### src/rtl/dsp_seq_pkg.sv
`default_nettype none
// +--------------------------------------------------------------------------+
// | Module   : dsp_seq_pkg                                                   |
// | Purpose  : Shared widths, sequencer state encoding and DSP48A1 opmode    |
// |            field constants for the DSP op sequencer.                     |
// | Revision : 1.0 - initial release                                         |
// +--------------------------------------------------------------------------+
package dsp_seq_pkg;

   // Slice port widths (fixed by the DSP48A1 primitive)
   localparam int W18 = 18;
   localparam int W48 = 48;
   localparam int W8  = 8;

   // Sequencer control states
   typedef enum logic [1:0] {
      INIT  = 2'd0,
      RUN   = 2'd1,
      DRAIN = 2'd2
   } seq_state_t;

   // Opmode fields: [1:0] X mux, [3:2] Z mux, then single-bit controls
   localparam logic [1:0] X_M       = 2'b01;
   localparam logic [1:0] Z_C       = 2'b11;
   localparam int         PREADD_EN = 4;
   localparam int         CIN_SEL   = 5;
   localparam int         PRE_SUB   = 6;
   localparam int         POST_SUB  = 7;

endpackage : dsp_seq_pkg
`default_nettype wire

### src/rtl/dsp_seq_res_fifo.sv
`default_nettype none
// +--------------------------------------------------------------------------+
// | Module   : dsp_seq_res_fifo                                              |
// | Purpose  : Synchronous result FIFO. Head word is presented directly      |
// |            from storage; pointers carry an extra wrap bit so full and    |
// |            empty are distinguishable.                                    |
// | Revision : 1.0 - initial release                                         |
// +--------------------------------------------------------------------------+
module dsp_seq_res_fifo #(
   parameter int DW    = 49,
   parameter int DEPTH = 4
) (
   input  logic                      clk,
   input  logic                      rst_n,
   input  logic                      push,
   input  logic [DW-1:0]             push_data,
   input  logic                      pop,
   output logic [DW-1:0]             pop_data,
   output logic                      empty,
   output logic [$clog2(DEPTH):0]    count
);

   localparam int AW = $clog2(DEPTH);

   logic [DW-1:0] mem [DEPTH];
   logic [AW:0]   wr_ptr;
   logic [AW:0]   rd_ptr;
   logic          full;
   logic          do_pop;

   assign empty    = (wr_ptr == rd_ptr);
   assign full     = (wr_ptr[AW] != rd_ptr[AW]) && (wr_ptr[AW-1:0] == rd_ptr[AW-1:0]);
   assign count    = wr_ptr - rd_ptr;
   assign do_pop   = pop && !empty;
   // Empty FIFO shows zero so the result port is clean out of reset
   assign pop_data = empty ? '0 : mem[rd_ptr[AW-1:0]];

   // Storage write; contents are only meaningful between the pointers
   always_ff @(posedge clk) begin
      if (push) begin
         mem[wr_ptr[AW-1:0]] <= push_data;
      end
   end

   // Pointer update; push and pop in the same cycle leave the count unchanged
   always_ff @(posedge clk or negedge rst_n) begin
      if (!rst_n) begin
         wr_ptr <= '0;
         rd_ptr <= '0;
      end else begin
         if (push) begin
            wr_ptr <= wr_ptr + 1'b1;
         end
         if (do_pop) begin
            rd_ptr <= rd_ptr + 1'b1;
         end
      end
   end

   // Upstream credit accounting must make this unreachable
   a_no_push_full : assert property (@(posedge clk) disable iff (!rst_n) !(push && full));

endmodule : dsp_seq_res_fifo
`default_nettype wire

### src/rtl/dsp_op_sequencer.sv
`default_nettype none
// +--------------------------------------------------------------------------+
// | Module   : dsp_op_sequencer                                              |
// | Purpose  : Command-side driver for a DSP48A1 slice. Registers accepted   |
// |            commands onto the slice inputs, tracks each op through the    |
// |            fixed slice pipeline and captures P/CARRYOUT into a result    |
// |            FIFO. Credit-based issue means a result is never dropped.     |
// | Options  : DSP_SEQ_TAG_EN - adds cmd_tag/res_tag carried with each op.   |
// | Revision : 1.0 - initial release                                         |
// +--------------------------------------------------------------------------+
module dsp_op_sequencer
   import dsp_seq_pkg::*;
#(
   parameter int LATENCY   = 4,
   parameter int RES_DEPTH = 4
`ifdef DSP_SEQ_TAG_EN
   ,
   parameter int TAG_W     = 4
`endif
) (
   input  logic             clk,
   input  logic             rst_n,
   input  logic             flush,
   input  logic             cmd_valid,
   output logic             cmd_ready,
   input  logic [W8-1:0]    cmd_opmode,
   input  logic [W18-1:0]   cmd_a,
   input  logic [W18-1:0]   cmd_b,
   input  logic [W18-1:0]   cmd_d,
   input  logic [W48-1:0]   cmd_c,
   input  logic             cmd_carryin,
`ifdef DSP_SEQ_TAG_EN
   input  logic [TAG_W-1:0] cmd_tag,
   output logic [TAG_W-1:0] res_tag,
`endif
   output logic             res_valid,
   input  logic             res_ready,
   output logic [W48-1:0]   res_p,
   output logic             res_carryout,
   output logic [W18-1:0]   dsp_a,
   output logic [W18-1:0]   dsp_b,
   output logic [W18-1:0]   dsp_d,
   output logic [W48-1:0]   dsp_c,
   output logic [W8-1:0]    dsp_opmode,
   output logic             dsp_carryin,
   output logic             dsp_rst,
   input  logic [W48-1:0]   dsp_p,
   input  logic             dsp_carryout
);

   localparam int CNT_W = $clog2(RES_DEPTH) + 1;
   localparam int SUM_W = ((CNT_W > 5) ? CNT_W : 5) + 1;
`ifdef DSP_SEQ_TAG_EN
   localparam int DW    = W48 + 1 + TAG_W;
`else
   localparam int DW    = W48 + 1;
`endif

   seq_state_t       state;
   logic [4:0]       init_cnt;
   logic [LATENCY:0] vpipe;
   logic [4:0]       inflight;
   logic [CNT_W-1:0] fifo_count;
   logic             fifo_empty;
   logic             credit_ok;
   logic             accept;
   logic             push;
   logic [DW-1:0]    push_data;
   logic [DW-1:0]    head_data;

   // Ops in flight = number of set bits in the valid pipe
   always_comb begin
      inflight = '0;
      for (int i = 0; i <= LATENCY; i++) begin
         inflight = inflight + {4'd0, vpipe[i]};
      end
   end

   // Every in-flight op and every buffered result holds one FIFO slot
   assign credit_ok = (SUM_W'(inflight) + SUM_W'(fifo_count)) < SUM_W'(RES_DEPTH);
   assign cmd_ready = (state == RUN) && credit_ok;
   assign accept    = cmd_valid && cmd_ready;
   assign push      = vpipe[LATENCY];

   // Control FSM: slice reset hold after reset release, run, and flush drain
   always_ff @(posedge clk or negedge rst_n) begin
      if (!rst_n) begin
         state    <= INIT;
         init_cnt <= '0;
         dsp_rst  <= 1'b1;
      end else begin
         case (state)
            INIT: begin
               // dsp_rst drops after LATENCY+1 edges, RUN one edge later
               if (init_cnt == 5'(LATENCY)) begin
                  dsp_rst <= 1'b0;
               end
               if (init_cnt == 5'(LATENCY + 1)) begin
                  state <= RUN;
               end else begin
                  init_cnt <= init_cnt + 5'd1;
               end
            end
            RUN: begin
               dsp_rst <= 1'b0;
               if (flush) begin
                  state <= DRAIN;
               end
            end
            DRAIN: begin
               dsp_rst <= 1'b0;
               if (inflight == 5'd0) begin
                  state <= RUN;
               end
            end
            default: begin
               state <= INIT;
            end
         endcase
      end
   end

   // Slice input registers: accepted command fields, otherwise a zero bubble
   always_ff @(posedge clk or negedge rst_n) begin
      if (!rst_n) begin
         dsp_a       <= '0;
         dsp_b       <= '0;
         dsp_d       <= '0;
         dsp_c       <= '0;
         dsp_opmode  <= '0;
         dsp_carryin <= 1'b0;
      end else if (accept) begin
         dsp_a       <= cmd_a;
         dsp_b       <= cmd_b;
         dsp_d       <= cmd_d;
         dsp_c       <= cmd_c;
         dsp_opmode  <= cmd_opmode;
         dsp_carryin <= cmd_carryin;
      end else begin
         dsp_a       <= '0;
         dsp_b       <= '0;
         dsp_d       <= '0;
         dsp_c       <= '0;
         dsp_opmode  <= '0;
         dsp_carryin <= 1'b0;
      end
   end

   // Valid pipe: bit0 marks the issue edge, top bit marks the capture edge
   always_ff @(posedge clk or negedge rst_n) begin
      if (!rst_n) begin
         vpipe <= '0;
      end else begin
         vpipe <= {vpipe[LATENCY-1:0], accept};
      end
   end

`ifdef DSP_SEQ_TAG_EN
   logic [TAG_W-1:0] tag_pipe [LATENCY+1];

   // Tag pipe runs in lock-step with the valid pipe
   always_ff @(posedge clk or negedge rst_n) begin
      if (!rst_n) begin
         for (int i = 0; i <= LATENCY; i++) begin
            tag_pipe[i] <= '0;
         end
      end else begin
         tag_pipe[0] <= accept ? cmd_tag : '0;
         for (int i = 1; i <= LATENCY; i++) begin
            tag_pipe[i] <= tag_pipe[i-1];
         end
      end
   end

   assign push_data = {tag_pipe[LATENCY], dsp_carryout, dsp_p};
   assign res_tag   = head_data[DW-1 -: TAG_W];
`else
   assign push_data = {dsp_carryout, dsp_p};
`endif

   assign res_valid    = !fifo_empty;
   assign res_p        = head_data[W48-1:0];
   assign res_carryout = head_data[W48];

   dsp_seq_res_fifo #(
      .DW    (DW),
      .DEPTH (RES_DEPTH)
   ) u_res_fifo (
      .clk       (clk),
      .rst_n     (rst_n),
      .push      (push),
      .push_data (push_data),
      .pop       (res_ready),
      .pop_data  (head_data),
      .empty     (fifo_empty),
      .count     (fifo_count)
   );

endmodule : dsp_op_sequencer
`default_nettype wire
### config.mk
export PLATFORM = sky130hd
export DESIGN_NAME = dsp_op_sequencer
export DESIGN_NICKNAME = d
export VERILOG_FILES = /design/src/rtl/dsp_seq_pkg.sv /design/src/rtl/dsp_seq_res_fifo.sv /design/src/rtl/dsp_op_sequencer.sv
export SDC_FILE = /design/constraint.sdc
export NUM_CORES = 1
export LEC_CHECK = 0
export CAP_MARGIN = 0
export CORE_ASPECT_RATIO = 1.4
export CORE_MARGIN = 3
export CORE_UTILIZATION = 42
export CTS_BUF_LIST = sky130_fd_sc_hd__clkbuf_2 sky130_fd_sc_hd__clkbuf_4 sky130_fd_sc_hd__clkbuf_8
export DETAILED_ROUTE_END_ITERATION = 8
export PLACE_DENSITY = 0.71
export SYNTH_ARGS = -nofsm -noshare
export SYNTH_HDL_FRONTEND = slang
export SYNTH_SLANG_ARGS = --single-unit
export TNS_END_PERCENT = 50
### constraint.sdc
create_clock -name clk -period 3.7 [get_ports clk]
set_input_delay 0.74 -clock clk [delete_from_list [all_inputs] [get_ports clk]]
set_output_delay 0.74 -clock clk [all_outputs]
set_load 0.03 [all_outputs]
== After elaboration in Yosys (flattened, before gate mapping) ==
Memory sizes are Yosys's and may differ from the RTL's.
Index checks and enable logic that the tools add are counted.
Widths: inputs -> output; s select.

* Register bits: 130
* RAM bits: 196
* Input bits: 165
* Output and inout port bits: 163
* Logic and storage cells: 59
* Memories: 1

{| class="wikitable"
|+ Memories
! name !! words !! bits a word !! read ports !! clocked after memory_dff !! write ports !! line !! source
|-
| u_res_fifo.mem || 4 || 49 || 1 || 0 || 1 || dsp_seq_res_fifo.sv:25 || <nowiki>logic [DW-1:0] mem [DEPTH];</nowiki>
|}

* $add $sub $neg: 9
* $lt $le $gt $ge: 1
* Eq/ne operators: 9
* Multiplexer cells: 15
* Bitwise operators: 1
* Reductions and logical operators: 11

{| class="wikitable"
|+ Operators by type and width
! cell !! count
|-
| $mux 18 || 3
|-
| $mux 49 || 1
|-
| $mux 48 || 1
|-
| $eq 5x3->1 const B || 2
|-
| $mux 8 || 1
|-
| $ne 2x2->1 const B || 4
|-
| $add 3x1->3 const B || 2
|-
| $add 5x3->6 || 1
|-
| $lt 6x3->1 const B || 1
|-
| $mux 2 || 3
|-
| $pmux 2 s3 || 1
|-
| $add 4x1->5 || 1
|-
| $add 5x1->5 const B || 1
|-
| $logic_not 5->1 || 1
|-
| $add 3x1->4 || 1
|-
| $mux 1 || 4
|-
| $reduce_and 2->1 || 2
|-
| $add 2x1->3 || 1
|-
| $eq 3x3->1 || 1
|-
| $logic_and 1x1->1 || 3
|-
| $reduce_and 3->1 || 1
|-
| $sub 3x3->3 || 1
|-
| $add 1x1->2 || 1
|-
| $eq 2x1->1 const B || 1
|-
| other kinds (7) || 7
|}

== Depth between registers and ports, before layout ==
* Depth after elaboration: 9
* Depth in mapped cells: 11

== Hierarchy ==
A second synthesis with hierarchy kept.

* Cells, all modules: 645
* Area, all modules: 12180.4 sq um

{| class="wikitable"
|+ Modules (own cells, without submodules)
! module !! times used !! cells an instance !! area an instance (sq um)
|-
| dsp_seq_res_fifo || 1 || 349 || 7885.1
|-
| dsp_op_sequencer || 1 || 296 || 4295.4
|}

== Worst setup path before layout ==
OpenSTA, ideal clock, no wires.

* Path type: reg-to-output
* From: reg vpipe[0]
* To: out cmd_ready
* Data arrival time: 2881 ps
* Data required time: 2960 ps
* Setup slack: 79 ps
* Stages on the path, launching flop included: 9
* Path buffers: 0
* Cell sequence: dfrtp_1 > fa_1 > inv_1 > fa_1 > inv_1 > ha_1 > ha_1 > nor3b_2 > nor4_1

* Longest elaborated chain between the ends: 7

{| class="wikitable"
|+ Ends and longest elaborated chain
! element !! line !! source
|-
| start: declaration || dsp_op_sequencer.sv:61 || <nowiki>logic [LATENCY:0] vpipe;</nowiki>
|-
| start signal: assignment || dsp_op_sequencer.sv:154 || <nowiki>vpipe <= {vpipe[LATENCY-1:0], accept};</nowiki>
|-
| $add 1x1->2 || dsp_op_sequencer.sv:75 || <nowiki>inflight = inflight + {4'd0, vpipe[i]};</nowiki>
|-
| $add 2x1->3 || dsp_op_sequencer.sv:75 ||
|-
| $add 3x1->4 || dsp_op_sequencer.sv:75 ||
|-
| $add 4x1->5 || dsp_op_sequencer.sv:75 ||
|-
| $add 5x3->6 || dsp_op_sequencer.sv:80 || <nowiki>assign credit_ok = (SUM_W'(inflight) + SUM_W'(fifo_count)) < SUM_W'(RES_DEPTH);</nowiki>
|-
| $lt 6x3->1 || dsp_op_sequencer.sv:80 ||
|-
| $logic_and 1x1->1 || dsp_op_sequencer.sv:81 || <nowiki>assign cmd_ready = (state == RUN) && credit_ok;</nowiki>
|-
| end: declaration || dsp_op_sequencer.sv:25 || <nowiki>output logic cmd_ready,</nowiki>
|}

Every way passes these cells.

== Worst setup path after layout ==
Same ends and word-level chain as after synthesis.

==> metrics.md <==
| Metric | Value |
|---|---|
| Grt ovf | `0` |
| GRT Util Overall | `0.1807` |
| Final WS setup | `-0.07041 ns` |
| Drt first pass iters | `4` |
| WP data arrival | `3.03 ns` |
| Reg-to-reg critical path startpoint | `vpipe[0]` |
| Fmax | `approximately 270 MHz` |
| Post-route design area | `16930 sq um` |
| Top cells by count, synth | `edfxtp_1 (196), dfrtp_1 (129), and2_1 (115)` |
| Total chip power | `13.99 mW` |
| Nets | `1190` |
| GPL Wtd Cong | `0.7271` |
| Worst VDD drop | `0.0005385 V` |
| Number of fill cells | `2123` |
| Average via count per standard cell | `4.757` |
| Final Skew | `between 0.02 and 0.025 ns` |
| CP startpoint | `vpipe[0]` |
| TritonCTS clock tree | `built` |
| Setup CP Type | `register to output pin` |
| Cells after synthesis | `642` |
| Final ANT Viol Nets | `0` |
| H-tree Lvls | `2` |
| DR vias | `between 6000 and 7000` |
| Layout cells sized above 1 | `0.1561` |
| P_leak | `6.527 nW` |
| Synthesized area per cell | `18.86 sq um` |
| RSZ-0062 raised after global routing | `yes` |
| Initial antenna violation count | `1` |
| Final Core Density | `0.6042` |
| Period utilisation layout | `1.019` |
| Maxcap violations | `0` |
| # IOs | `328` |
| Max-slew violations | `0` |
| I/O Buffers | `327` |
| Dpl cell area | `15860 sq um` |
| Number of global-route vias before repair | `7201` |
| CTS Buf Count | `49` |
| Failing checks | `negative setup slack` |
| Area delta synth->final | `39.79%` |
| Area leader, netlist | `edfxtp_1` |
| Register area | `about 9100 sq um` |
| Non-Filler Instances | `between 1000 and 1500` |
| CP Launch Type | `register` |
| DRC Markers | `0` |
| Final wirelength | `27850 um` |
| Net count after synthesis | `828` |
| Slew margin rel. | `0.3511` |
| Clock Tree Root | `clkbuf_8` |
| Worst slew pin tran | `0.9734 ns` |
| Global-route wire length before repair | `around 42000 um` |
| CP cell instances | `fa_1, inv_1, fa_1, inv_1, ha_1, ha_1, nor3b_2, nor4_2, buf_12` |
| Place WS | `0.3514 ns` |
| Ys async rst share | `0.3988` |
| Slowest library cell on the worst path | `fa_1` |
| Initial Utilization | `0.4323` |
| Post-synth EDFFs | `roughly 200` |
| Clk Latency, worst-skew pair | `around 0.57 ns` |
| Delay-heaviest family, CP | `adder cells` |
| Sink Count | `326` |
| Area of the multi-input gates | `2774 sq um` |
| Largest stage delay, worst path | `~0.53 ns` |
| Worst EP required | `2.96 ns` |
| Sequential fraction of the synthesis area | `0.7547` |
| Unique cell type count in the Yosys netlist | `35` |
| Min Tclk post-route | `3.770 ns` |
| Final Setup Violations | `1` |
| TNS Setup | `-0.07041 ns` |
| Final Hold Fails | `0` |
| Hpwl dp | `19120 um` |
| Register bit total from synthesis | `326` |
| Die width | `~150 um` |
| Post-Syn Area | `12110 sq um` |
| Placed cell count | `~1300` |
| WP buf/inv | `3` |
| Status | `finished, violations left` |
| Yosys Warn Count | `0` |
| Worst hold path class | `input pin to async pin` |
| DR iter-0 viols | `321` |
| Most frequent cell after synthesis | `edfxtp_1` |
| Pwr Density | `826.5 nW/um^2` |
| Die area | `just over 30000 sq um` |
| Rows | `72` |
| DR WL/cell | `approximately 20 um` |
| Largest cells by area after synthesis | `edfxtp_1 (49%), dfrtp_1 (27%), mux4_2 (9.1%)` |
| CP endpoint kind | `output pin` |
| Ys flop type | `edfxtp_1` |
| Chip Height | `206.9 um` |
| Reg-to-reg slack, setup | `0.64 ns` |
| CTS Buffer Depth | `3` |
| Largest net degree at the start of global routing | `109` |
| Clock-pin slew on the worst setup and hold paths | `0.06 ns` |
| Share of the synthesized area in the top cell type | `0.4860` |
| Core area | `approximately 28000 sq um` |
| Hold_ws | `between 0.2 and 0.3 ns` |
| Crit-path max FO | `2` |
## path summary, 6_finish.rpt
check	end	depth (start not counted)
max	cmd_ready	9
min reg2reg	vpipe[4]	0
max reg2reg	dsp_c[0]	10
min	dsp_b[9]	1
min in group clk	vpipe[4]	0
max in group asynchronous	dsp_a[16]	2
## kinds of logic after synthesis
logic type | synth area share
compound gates | 0.004237
xor+xnor | 0.007233
fa+ha+maj | 0.02356
buf+inv | 0.01808
flops | 0.7547
mux | 0.09505
simple gates | 0.09712
## state kept, by name, summed over array words and instances (netlist names), 2 cells and up
| register | flops |
|---|---|
| u_res_fifo.mem | 196 |
| dsp_c | 48 |
| dsp_a | 18 |
| dsp_b | 18 |
| dsp_d | 18 |
| dsp_opmode | 8 |
| init_cnt | 5 |
| vpipe | 5 |
| u_res_fifo.rd_ptr | 3 |
| u_res_fifo.wr_ptr | 3 |
| state | 2 |
## layout make-up
class,instances,area share
timing repair buffer,341,0.2034
tap,370,0.02735
clock inverter,22,0.01050
sequential,326,0.5402
inverter,13,0.002882
clock buffer,69,0.05166
antenna,1,0.0001478
multi-input combinational,273,0.1639
## repair_timing
item                       in CTS  in global routing
resized for setup               1                  1
hold buffers                    0                  0
buffers inserted                0                  0
cloned                          0                  0
pin swaps                       0                  0
setup endpoints to repair       1                 25
## power breakdown
part | total, mW | internal [mW] | leakage [nW] | switching [mW]
clock | 3.08 | 1.74 | 0.551 | 1.34
combinational | 6.18 | 2.75 | 2.44 | 3.43
sequential | 4.73 | 4.50 | 3.54 | 0.229
total | 14.0 | 8.99 | 6.53 | 5.00
## cell usage in the layout, fill, tap and decap left out, types with 2 or more instances in the layout
cell type / synthesis / layout
clkdlybuf4s50_1: 0 / 325
edfxtp_1: 196 / 196
dfrtp_1: 129 / 127
and2_1: 115 / 111
clkbuf_8: 0 / 57
mux4_2: 49 / 49
nor2b_1: 49 / 49
ha_1: 18 / 18
inv_1: 13 / 13
clkbuf_4: 0 / 12
clkinv_1: 0 / 10
buf_4: 0 / 9
xnor2_1: 7 / 7
clkinv_2: 0 / 7
buf_12: 0 / 5
and2_2: 0 / 4
xor2_1: 3 / 3
nand2_1: 3 / 3
nand3_1: 3 / 3
fa_1: 3 / 3
bufinv_16: 0 / 3
nand2b_1: 2 / 2
o21ai_0: 2 / 2
and3_1: 2 / 2
mux2_2: 2 / 2
clkinvlp_4: 0 / 2
buf_6: 5 / 2
## metal layers
| layer | global-route usage | up-vias | share of wire |
|---|---|---|---|
| met5 | 0 | - | 0 |
| met4 | 0.06084 | 0 | 0.024 |
| met3 | 0.08168 | 47 | 0.12 |
| met2 | 0.2864 | 324 | 0.48 |
| met1 | 0.2226 | 3322 | 0.38 |
| li1 | - | 3038 | - |
Power figures use the tool's default switching activity.
